**src/rtl/dl_accumulate_with_sticky_flags_pkg.sv**
```systemverilog
// rtl/dl_accumulate_with_sticky_flags_pkg.sv - shared constants for the sticky-flag accumulator
//
// Purpose:
//   Holds the FSM state encoding and the default datapath/counter widths that
//   are shared by the accumulator top and its adder core.
//   The states are plain 2-bit localparams rather than an enum, so that older
//   tools and existing compare logic can use the same literal values.
//
// Contents:
//   ST_IDLE, ST_ACCUM, ST_DONE   FSM state codes (2 bits)
//   N_DEFAULT                    default operand/sum width
//   CNT_W_DEFAULT                default beat-counter width

package dl_accumulate_with_sticky_flags_pkg;

    localparam int STATE_W = 2;

    localparam logic [STATE_W-1:0] ST_IDLE  = 2'd0;
    localparam logic [STATE_W-1:0] ST_ACCUM = 2'd1;
    localparam logic [STATE_W-1:0] ST_DONE  = 2'd2;

    localparam int N_DEFAULT     = 32;
    localparam int CNT_W_DEFAULT = 8;

endpackage

```
**src/rtl/dl_accumulate_with_sticky_flags_adder_core.sv**
```systemverilog
// rtl/dl_accumulate_with_sticky_flags_adder_core.sv - combinational n-bit adder with carryout and signed overflow
//
// Purpose:
//   Adds two n-bit two's-complement operands plus a carry-in. The sum and the
//   carryout come from a single n+1-bit add. Signed overflow is taken from the
//   carry into the sign bit, recovered as carryout ^ X[msb] ^ Y[msb] ^ S[msb].
//
// Ports:
//   X         in   n   first operand (running accumulator)
//   Y         in   n   second operand (incoming beat)
//   carryin   in   1   carry-in
//   S         out  n   sum modulo 2**n
//   carryout  out  1   unsigned carry out of bit n-1
//   overflow  out  1   signed overflow of the add

module dl_adder_core
    import dl_accumulate_with_sticky_flags_pkg::*;
#(
    parameter int n = N_DEFAULT
) (
    input  logic [n-1:0] X,
    input  logic [n-1:0] Y,
    input  logic         carryin,
    output logic [n-1:0] S,
    output logic         carryout,
    output logic         overflow
);

    logic [n:0] full_sum;

    // Widen every term to n+1 bits so the carry lands in the top bit.
    assign full_sum = {1'b0, X} + {1'b0, Y} + {{n{1'b0}}, carryin};

    assign S        = full_sum[n-1:0];
    assign carryout = full_sum[n];

    // Carry into the MSB is X^Y^S at that bit; XOR with the carry out of the
    // MSB gives signed overflow.
    assign overflow = full_sum[n] ^ X[n-1] ^ Y[n-1] ^ full_sum[n-1];

endmodule

```
**src/rtl/dl_accumulate_with_sticky_flags.sv**
```systemverilog
// rtl/dl_accumulate_with_sticky_flags.sv - burst accumulator with sticky carry/overflow flags
//
// Purpose:
//   Accepts a burst of operands on a valid/ready input (terminated by in_last).
//   Each operand plus its carry-in is added into a running n-bit sum. Carryout
//   and signed overflow are ORed into sticky flags, and accepted beats are
//   counted (the count saturates). When the last beat has been taken, the
//   result is held on a valid/ready output until it is consumed. The block
//   then returns to IDLE, and the sum, flags and count are cleared on that
//   same edge.
//
// Ports:
//   clock         in   1      rising-edge clock
//   reset         in   1      asynchronous, active-high; clears all state
//   in_valid      in   1      operand beat present
//   in_ready      out  1      block can accept a beat this cycle
//   in_data       in   n      operand, two's complement
//   in_cin        in   1      carry-in added with this beat
//   in_last       in   1      final beat of burst (qualified by in_valid)
//   out_valid     out  1      burst result held
//   out_ready     in   1      consumer takes result
//   out_sum       out  n      accumulated sum, modulo 2**n
//   out_carry     out  1      OR of carryout over all beats of burst
//   out_overflow  out  1      OR of signed overflow over all beats of burst
//   out_count     out  CNT_W  beats accepted in burst (saturating)

module dl_accumulate_with_sticky_flags
    import dl_accumulate_with_sticky_flags_pkg::*;
#(
    parameter int n     = N_DEFAULT,
    parameter int CNT_W = CNT_W_DEFAULT
) (
    input  logic             clock,
    input  logic             reset,
    input  logic             in_valid,
    output logic             in_ready,
    input  logic [n-1:0]     in_data,
    input  logic             in_cin,
    input  logic             in_last,
    output logic             out_valid,
    input  logic             out_ready,
    output logic [n-1:0]     out_sum,
    output logic             out_carry,
    output logic             out_overflow,
    output logic [CNT_W-1:0] out_count
);

    localparam logic [CNT_W-1:0] CNT_MAX = {CNT_W{1'b1}};

    logic [STATE_W-1:0] state;
    logic [n-1:0]       acc;
    logic               carry_sticky;
    logic               ovfl_sticky;
    logic [CNT_W-1:0]   count;

    logic [n-1:0]       add_sum;
    logic               add_carry;
    logic               add_ovfl;
    logic               beat;
    logic [CNT_W-1:0]   count_next;

    dl_adder_core #(
        .n (n)
    ) u_adder_core (
        .X        (acc),
        .Y        (in_data),
        .carryin  (in_cin),
        .S        (add_sum),
        .carryout (add_carry),
        .overflow (add_ovfl)
    );

    // While a result is held (DONE), the input is stalled. This gives the
    // single bubble cycle per burst, even when out_ready is already high.
    assign in_ready  = (state != ST_DONE);
    assign out_valid = (state == ST_DONE);
    assign beat      = in_valid && in_ready;

    // Counter holds at all-ones instead of wrapping; the sum keeps going.
    assign count_next = (count == CNT_MAX) ? count : count + 1'b1;

    always_ff @(posedge clock or posedge reset) begin
        if (reset) begin
            state        <= ST_IDLE;
            acc          <= '0;
            carry_sticky <= 1'b0;
            ovfl_sticky  <= 1'b0;
            count        <= '0;
        end else begin
            case (state)
                ST_IDLE, ST_ACCUM: begin
                    if (beat) begin
                        acc          <= add_sum;
                        carry_sticky <= carry_sticky | add_carry;
                        ovfl_sticky  <= ovfl_sticky | add_ovfl;
                        count        <= count_next;
                        state        <= in_last ? ST_DONE : ST_ACCUM;
                    end
                end
                ST_DONE: begin
                    // Clear on the hand-off edge so IDLE always starts from zero.
                    if (out_ready) begin
                        state        <= ST_IDLE;
                        acc          <= '0;
                        carry_sticky <= 1'b0;
                        ovfl_sticky  <= 1'b0;
                        count        <= '0;
                    end
                end
                default: begin
                    state        <= ST_IDLE;
                    acc          <= '0;
                    carry_sticky <= 1'b0;
                    ovfl_sticky  <= 1'b0;
                    count        <= '0;
                end
            endcase
        end
    end

    // Outputs mirror the internal registers at all times; out_valid qualifies them.
    assign out_sum      = acc;
    assign out_carry    = carry_sticky;
    assign out_overflow = ovfl_sticky;
    assign out_count    = count;

endmodule

```
**config.mk**
```make
export PLATFORM = sky130hd
export DESIGN_NAME = dl_accumulate_with_sticky_flags
export DESIGN_NICKNAME = d
export VERILOG_FILES = /design/src/rtl/dl_accumulate_with_sticky_flags_pkg.sv /design/src/rtl/dl_accumulate_with_sticky_flags_adder_core.sv /design/src/rtl/dl_accumulate_with_sticky_flags.sv
export SDC_FILE = /design/constraint.sdc
export NUM_CORES = 1
export LEC_CHECK = 0
export CAP_MARGIN = 0
export CORE_UTILIZATION = 46
export CTS_CLUSTER_DIAMETER = 50
export DETAILED_ROUTE_END_ITERATION = 6
export PLACE_DENSITY = 0.85
export SLEW_MARGIN = 30
export SYNTH_ARGS = -nofsm -noshare
export SYNTH_HDL_FRONTEND = slang
export SYNTH_SLANG_ARGS = --single-unit
```
**constraint.sdc**
```tcl
create_clock -name clock -period 8.37 [get_ports clock]
set_input_delay 1.2555 -clock clock [delete_from_list [all_inputs] [get_ports clock]]
set_output_delay 1.2555 -clock clock [all_outputs]
set_load 0.005 [all_outputs]
```
==> results.py <==
metrics = {
    "status": {
        "status": "completed",
    },
    "synthesis": {
        "ys_warn_count": 0,
        "syn_area_per_cell_um2": 8.560,
        "synth-edff-count": 0,
        "ys_types": 53,
        "ys_seq_area_share_pct": 31.92,
        "synthesis.area_um2": 3450,
        "synth_top_flop_cell": "dfrtp_1",
        "ys_ff_latch": 44,
        "ys_async_sr_fraction_pct": 100.0,
        "synth_cells": 403,
        "syn_nets": 475,
    },
    "clock_network": {
        "postCtsHoldBufs": 0,
        "cts_sinks": 44,
        "cts_resized": 0,
        "clock_path_buffers": 2,
        "root_buffer": "clkbuf_8",
        "clk_latency_ns": 0.31,
        "htreeDepth": 2,
        "cts_buffers": 5,
        "cts.clk_slew.worst_paths_ns": 0.09,
        "cts_tree": "built",
        "cts_setup_buffers": 0,
    },
    "global_routing": {
        "track_usage_pct": 23.12,
        "grt_pass1_wl_mm": 14.26,
        "grtUsageMet2_pct": 41.54,
        "grt-busiest-layer": "met2",
        "grt_use_met1_pct": 28.01,
        "grt_max_degree": 45,
        "overflow": 0,
        "antenna_found_initial": 0,
        "grt_pass1_vias": 3185,
        "met3_usage_pct": 3.545,
    },
    "detailed_routing": {
        "vias": 3294,
        "first_pass_iters": 4,
        "drt_iter0_markers": 188,
        "wirelength_mm": 8.791,
        "drc_errors": 0,
        "ant_nets": 0,
        "vias_per_cell": 5.650,
        "post_drt_wl_per_cell_um": 15.08,
    },
    "power_and_ir_drop": {
        "power.density_nw_per_um2": 338.6,
        "ir_drop_uv": 156.4,
        "p_leak_nw": 2.025,
    },
    "worst_setup_path": {
        "crit_path_start_kind": "input pin",
        "r2r-end": "out_sum[26]$_DFFE_PP0P_",
        "cp-startpoint": "in_data[0]",
        "crit_path_end_kind": "flop",
        "worstPathArrival_ns": 4.18,
        "reg2reg_from": "out_sum[0]$_DFFE_PP0P_",
        "cp_max_fo": 3,
        "r2r_cells": 12,
        "rrSetupSlack_ns": 5.35,
        "critPathKind": "in2reg",
        "required_ns": 8.53,
        "setup.worst_path.end": "out_sum[26]$_DFFE_PP0P_",
    },
    "floorplan": {
        "start_util_pct": 47.56,
        "fp.dieH_um": 88.60,
        "io_pins": 82,
        "dieWidth_um": 88.60,
        "core_um2": 7253,
        "rows": 31,
        "die_area_um2": 7849,
    },
    "placement": {
        "dp.final_hpwl_mm": 6.634,
        "place_inst": 575,
        "placed_area_um2": 4367,
        "gp_congestion": 0.9207,
        "post-place-ws_ns": 4.027,
        "port-buffer-count": 81,
    },
    "sta": {
        "rsz0062_at_grt": "no",
        "period_minus_slack_ns": 4.016,
        "final.setup.worst_slack_ns": 4.354,
        "finClkSkew_ns": 0.007375,
        "finalSetupTns_ns": 0,
        "hold_ws_ns": 0.5174,
        "hold_viol_final": 0,
        "clock.fmax_ghz": 0.2490,
        "finalSetupViolations": 0,
        "slew_headroom_pct": 46.51,
        "maxSlewViolCount": 0,
        "worst_slew_pin_slew_ns": 0.8024,
        "fin_crit_sh_pct": 47.99,
    },
    "layout": {
        "final_cell_mix": "81 x clkdlybuf4s50_1, 45 x o21ai_0, 44 x dfrtp_1, 38 x nand2_1, 32 x ha_1",
        "n_antenna_cell": 0,
        "fin_area_um2": 4483,
        "final_nets": 555,
        "final_common_cell": "clkdlybuf4s50_1",
        "drive_gt1_share_pct": 4.959,
        "fin_cells": 583,
        "layout-area-overhead-vs-synth_pct": 29.96,
        "nFillCells": 629,
    },
    "flow_run": {
        "max_cap_violations": 0,
    },
    "worst_hold_path": {
        "holdCritStartpoint": "out_sum[21]$_DFFE_PP0P_",
        "hold_class": "reg2reg",
    },
}
## report_power, final
| group | leakage [nW] | internal, mW | switching, mW |
|---|---|---|---|
| clock network | 0.0583 | 0.0900 | 0.0826 |
| registers | 0.557 | 0.299 | 0.0811 |
| logic | 1.41 | 0.491 | 0.473 |
| total | 2.02 | 0.881 | 0.637 |
## routing by layer
| metal | wire, um | part of all wire, % | vias up |
|---|---|---|---|
| met5 | 0 | 0 | - |
| met4 | 156 | 1.8 | 0 |
| met3 | 487 | 5.5 | 15 |
| met2 | 4362 | 50 | 93 |
| met1 | 3785 | 43 | 1568 |
| li1 | - | - | 1618 |
## worst max-delay path, cell delays in order
cell	delay [ns]
clkdlybuf4s50_1	0.43
fa_1	0.46
inv_1	0.08
fa_1	0.18
nor2b_1	0.07
o31a_1	0.28
o21ai_2	0.23
o2111ai_1	0.20
a31oi_1	0.38
o21ai_0	0.16
a31oi_1	0.21
xor2_1	0.15
o21ai_0	0.08
## cells by family after synthesis
family	synth area share [%]
buf+inv	3.228
mux	0.9068
fa+ha+maj	12.77
compound gates	24.85
simple gates	17.34
xor+xnor	8.995
flops	31.92
## metrics by stage
stage,power [mW],utilization [%]
after floorplan,1.004,-
after detailed placement,1.337,60.20
after CTS,1.518,61.81
final,1.518,61.81
after global placement,1.311,60.20
after global routing,1.644,61.81
## cell usage after synthesis, drive strengths merged, types with 3 or more instances
library cell   n  area share [%]
a21o          18             3.9
a21oi         31             4.6
inv           17             1.8
nand2b         6             1.1
xor2          19             5.0
o21a           6             1.3
nand3         22             3.2
xnor2         13             3.3
a211oi         6             1.6
dfrtp         44              32
and2           3            0.54
o21ai         51             7.6
nand2         38             4.1
o31ai          5             1.1
nand4          4            0.73
nor2          24             2.6
ha            32              12
a31oi          3            0.54
clkbuf        10             1.1
o21bai         3            0.65
nor2b          5            0.91
nor3           8             1.2
## worst min path at each step
| stage | to | slack, ns | cells past startpoint |
|---|---|---|---|
| finish | out_sum[21]$_DFFE_PP0P_ | 0.52 | 2 |
| global route | out_sum[21]$_DFFE_PP0P_ | 0.54 | 2 |
| CTS | out_sum[21]$_DFFE_PP0P_ | 0.52 | 2 |
| detailed placement | out_sum[21]$_DFFE_PP0P_ | 0.50 | 2 |
| global placement | out_carry$_DFFE_PP0P_ | 0.49 | 2 |
| floorplan | out_overflow$_DFFE_PP0P_ | 0.48 | 2 |
## layout make-up
cell class | count | area, um2 | share of cell area (%)
Clock buffer | 5 | 68.82 | 1.535
Multi-Input combinational cell | 330 | 2237 | 49.90
Clock inverter | 3 | 47.55 | 1.061
Inverter | 17 | 63.81 | 1.423
Timing Repair Buffer | 85 | 840.8 | 18.76
Tap cell | 99 | 123.9 | 2.763
Sequential cell | 44 | 1101 | 24.56
## state kept, by name, indices dropped and copies added, names as in the netlist
register      cells
out_carry         1
out_count         8
out_overflow      1
out_sum          32
state             2
No activity file was read; power rests on OpenSTA's default activity.
==> edit 1 (config.mk and constraints unchanged) <==
Put one more register stage on the output `out_overflow`, with the module's reset. The value now appears one clock later. The other outputs are not delayed to match.
--- a/src/rtl/dl_accumulate_with_sticky_flags.sv
+++ b/src/rtl/dl_accumulate_with_sticky_flags.sv
@@ -121,7 +121,13 @@
     // Outputs mirror the internal registers at all times; out_valid qualifies them.
     assign out_sum      = acc;
     assign out_carry    = carry_sticky;
-    assign out_overflow = ovfl_sticky;
+    always_ff @(posedge clock or posedge reset) begin
+        if (reset) begin
+            out_overflow <= '0;
+        end else begin
+            out_overflow <= ovfl_sticky;
+        end
+    end
     assign out_count    = count;
 
 endmodule
Behaviour: not the same (Yosys sat finds a counterexample within 4 cycles, from zero or initial values and one cycle with reset high).
==> edit 1 against the unedited design <==
Sequential share of layout area rose by 0.57 points. Via count is 0.12% lower. Largest power group unchanged. Design area about the same. Largest cell class unchanged. Utilization is 0.36 points lower. Wire length down 0.26%. First-iteration DRC count decreased by 23%. Fmax is 1.1% higher. Setup slack better by 45 ps. Total power shrank 1.1%. Sequential cell count is 1 higher. Cell count did not move. Synthesized area grew 0.73%. Critical path type unchanged.
==> edit 1: results <==
set metrics [dict create \
    status "finished clean" \
    cp_max_fo 3 \
    ir_drop_v 0.000149 \
    routedWlPerCell_um 15.0 \
    clock_skew_ps 10.8 \
    drt_iter0_drc 144 \
    synth_area_per_cell_um2 8.60 \
    ys_types 53 \
    yosys-top-cells-area "dfrtp_1 (32%), ha_1 (12%), o21ai_0 (6.5%)" \
    grt_pass1_wl_mm 14.0 \
    synth_commonest_cells "dfrtp_1 (45), o21ai_0 (45), nand2_1 (38)" \
    place_area_um2 4380 \
    cp.arrival_ps 4220 \
    ys.flop_type "dfrtp_1" \
    grt_max_degree 46 \
    grt.total_usage_pct 22.6 \
    gp_congestion 0.928 \
    rrSetupSlack_ps 5410 \
    yosysSeqAreaShare_pct 32.4 \
    clk_pin_slew_ps 100 \
    hpwl_mm 6.75 \
    p_int_uw 859 \
    tightestPinTransition_ps 837 \
    syn-num-nets 476 \
    grt_pass1_vias 3220 \
    vias 3290 \
    p_leak_uw 0.00202 \
    crit_end "ovfl_sticky" \
]
==> edit 1: cell types whose count changed after synthesis <==
cell     delta
dfrtp_1     +1
==> edit 1: area by class of cell <==
type                       instances  area [um2]
fill                             651        2810
tap                               99         124
timing repair buffer              84         833
multi-input combinational        330        2240
inverter                          17        65.1
clock inverter                     3        26.3
sequential                        45        1130
clock buffer                       5        68.8
==> edit 1: through the flow <==
step | setup slack (ps) | total power [uW]
2_1_floorplan | 4780 | 1010
3_3_place_gp | 4170 | 1310
3_5_place_dp | 4060 | 1350
4_1_cts | 4380 | 1500
5_1_grt | 4170 | 1630
6_report | 4400 | 1500
==> edit 1: worst min-delay path by stage <==
stage,from,endpoint,slack (ps),depth (start not counted)
final,ovfl_sticky,out_overflow,410,0
after global routing,ovfl_sticky,out_overflow,430,0
after CTS,ovfl_sticky,out_overflow,410,0
after detailed placement,ovfl_sticky,out_overflow,380,0
after global placement,ovfl_sticky,out_overflow,370,0
after floorplan,ovfl_sticky,out_overflow,350,0
==> edit 1: power by group through the flow <==
stage	Clock (uW)	Combinational (uW)	Sequential, uW
after floorplan	0	628	383
after global placement	0	923	389
after detailed placement	0	951	394
after CTS	152	957	390
after global routing	159	1070	404
final	150	962	390
==> edit 1: metal layers <==
metal	up-vias	GRT usage, %	part of all wire, %
li1	1613	-	-
met1	1545	27.6	43
met2	114	41.0	50
met3	18	3.23	5.7
met4	0	7.48	1.7
met5	-	0	0
==> edit 1: critical path, stage by stage <==
cell,delay (ps)
clkdlybuf4s50_1,430
fa_1,450
inv_1,80
fa_1,180
nor2b_1,70
o31a_1,290
o21ai_2,230
o21ai_1,140
a211oi_2,300
o21ai_0,130
a21o_1,200
xnor3_1,340
o21ai_1,120
==> edit 1: logic make-up (layout without fill, tap and decap cells) <==
| group | after synthesis | count (layout) | share of synthesized area (%) |
|---|---|---|---|
| buffers and inverters | 29 | 109 | 3.20 |
| flip-flops | 45 | 45 | 32.4 |
| adder cells (fa/ha/maj) | 34 | 34 | 12.7 |
| multiplexers | 3 | 3 | 0.900 |
| AO/OA/AOI/OAI | 137 | 137 | 24.7 |
| XOR/XNOR | 33 | 33 | 8.93 |
| AND/OR/NAND/NOR | 123 | 123 | 17.2 |
==> edit 2 (config.mk and constraints unchanged) <==
Without the edit above. The package constant `N_DEFAULT` goes from 32 to 16.
--- a/src/rtl/dl_accumulate_with_sticky_flags_pkg.sv
+++ b/src/rtl/dl_accumulate_with_sticky_flags_pkg.sv
@@ -19,7 +19,7 @@
     localparam logic [STATE_W-1:0] ST_ACCUM = 2'd1;
     localparam logic [STATE_W-1:0] ST_DONE  = 2'd2;
 
-    localparam int N_DEFAULT     = 32;
+    localparam int N_DEFAULT     = 16;
     localparam int CNT_W_DEFAULT = 8;
 
 endpackage
Interface: changed (resized in_data and out_sum); port bits go from 82 to 50. No check against the original RTL was run, so the function may have changed too.
==> edit 2 against the unedited design <==
Total power down 47%. Wire length down 50%. Sequential power down 40%. Design area down 43%. Clock power down 37%. Cell count down 46%. Setup slack better by 290 ps. Critical path type unchanged. Count of clock-buffer cells in the layout down 2. Synthesized area down 44%. Sequential cell count down 16. Via count down 45%. Highest routed layer unchanged.
==> edit 2: results <==
set metrics [dict create \
    synthAdderAreaFrac_pct 12.4 \
    vias_per_cell 5.75 \
    rrSetupSlack_ps 5690 \
    min_path_cells 2 \
    drt_iter0_drc 96 \
    hold_start "out_sum[13]" \
    cts_buffers 3 \
    whs_endpoint "out_sum[13]" \
    p_leak_uw 0.00111 \
    clock_skew_ps 1.41 \
    routedWlPerCell_um 13.9 \
    cp_max_fo 5 \
    place_ws_ps 4350 \
    gp_congestion 0.891 \
    wirelength_mm 4.41 \
    cp_top_family "compound AO/OA/AOI/OAI gates" \
    clk_latency_ps 280 \
    ir_drop_v 0.000150 \
    syn-num-nets 256 \
    ys_types 42 \
    largest_reg_flops 16 \
    netlist_instances 216 \
    drive_above_1_share_pct 4.49 \
    status "finished clean" \
    grt.total_usage_pct 21.2 \
    synth_xor_xnor_area_share_pct 6.33 \
    hpwl_mm 3.34 \
    yosysSeqAreaShare_pct 36.2 \
    grt_pass1_wl_mm 7.22 \
    antenna_found_initial 0 \
    r2r_end "out_sum[14]" \
    cp.arrival_ps 3900 \
    grt_pass1_vias 1619 \
    comb-power_uw 461 \
    grt_max_degree 29 \
    synth_mux_area_share_pct 0 \
    htree_levels 1 \
    nets 308 \
    portBuffers 49 \
    clkPwrFrac_pct 13.7 \
    tightestPinTransition_ps 811 \
    place_area_um2 2490 \
    synth_compound_area_share_pct 25.8 \
    fin_crit_ps 3730 \
    crit_end "out_sum[14]" \
    synth_commonest_cells "dfrtp_1 (28), o21ai_0 (28), nand2_1 (26)" \
    r2r_cells 9 \
    fin_hold_ws_ps 529 \
]
-- edit 2: changes by cell type in the layout (fill, tap and decap cells not counted), sizes merged, moves of 7 or more --
cell,change
ha,-16
xor2,-13
a21o,-15
dfrtp,-16
a21oi,-16
nor2,-15
nand3,-16
inv,-7
nor3,-7
o21ai,-21
nand2,-12
clkdlybuf4s50,-32
-- edit 2: logic make-up (layout without fill, tap and decap cells) --
logic type,Yosys count,after routing
AOI/OAI and AO/OA,78,78
and+or+nand+nor,66,66
DFF,28,28
adders and majority gates,18,18
xor gates and xnor gates,14,14
buffers and inverters,12,63
-- edit 2: layout make-up --
cell class	count	area, um2
Clock inverter	1	30.0
Fill cell	361	1470
Sequential cell	28	701
Multi-Input combinational cell	176	1190
Timing Repair Buffer	50	498
Inverter	9	33.8
Clock buffer	3	41.3
Tap cell	50	62.6
-- edit 2: metal layers --
metal	track usage (%)	wire, um	vias up
met2	34.2	2080	38
met3	1.71	180	5
met5	0	0	-
met4	6.65	46	0
li1	-	-	908
met1	29.7	2110	873
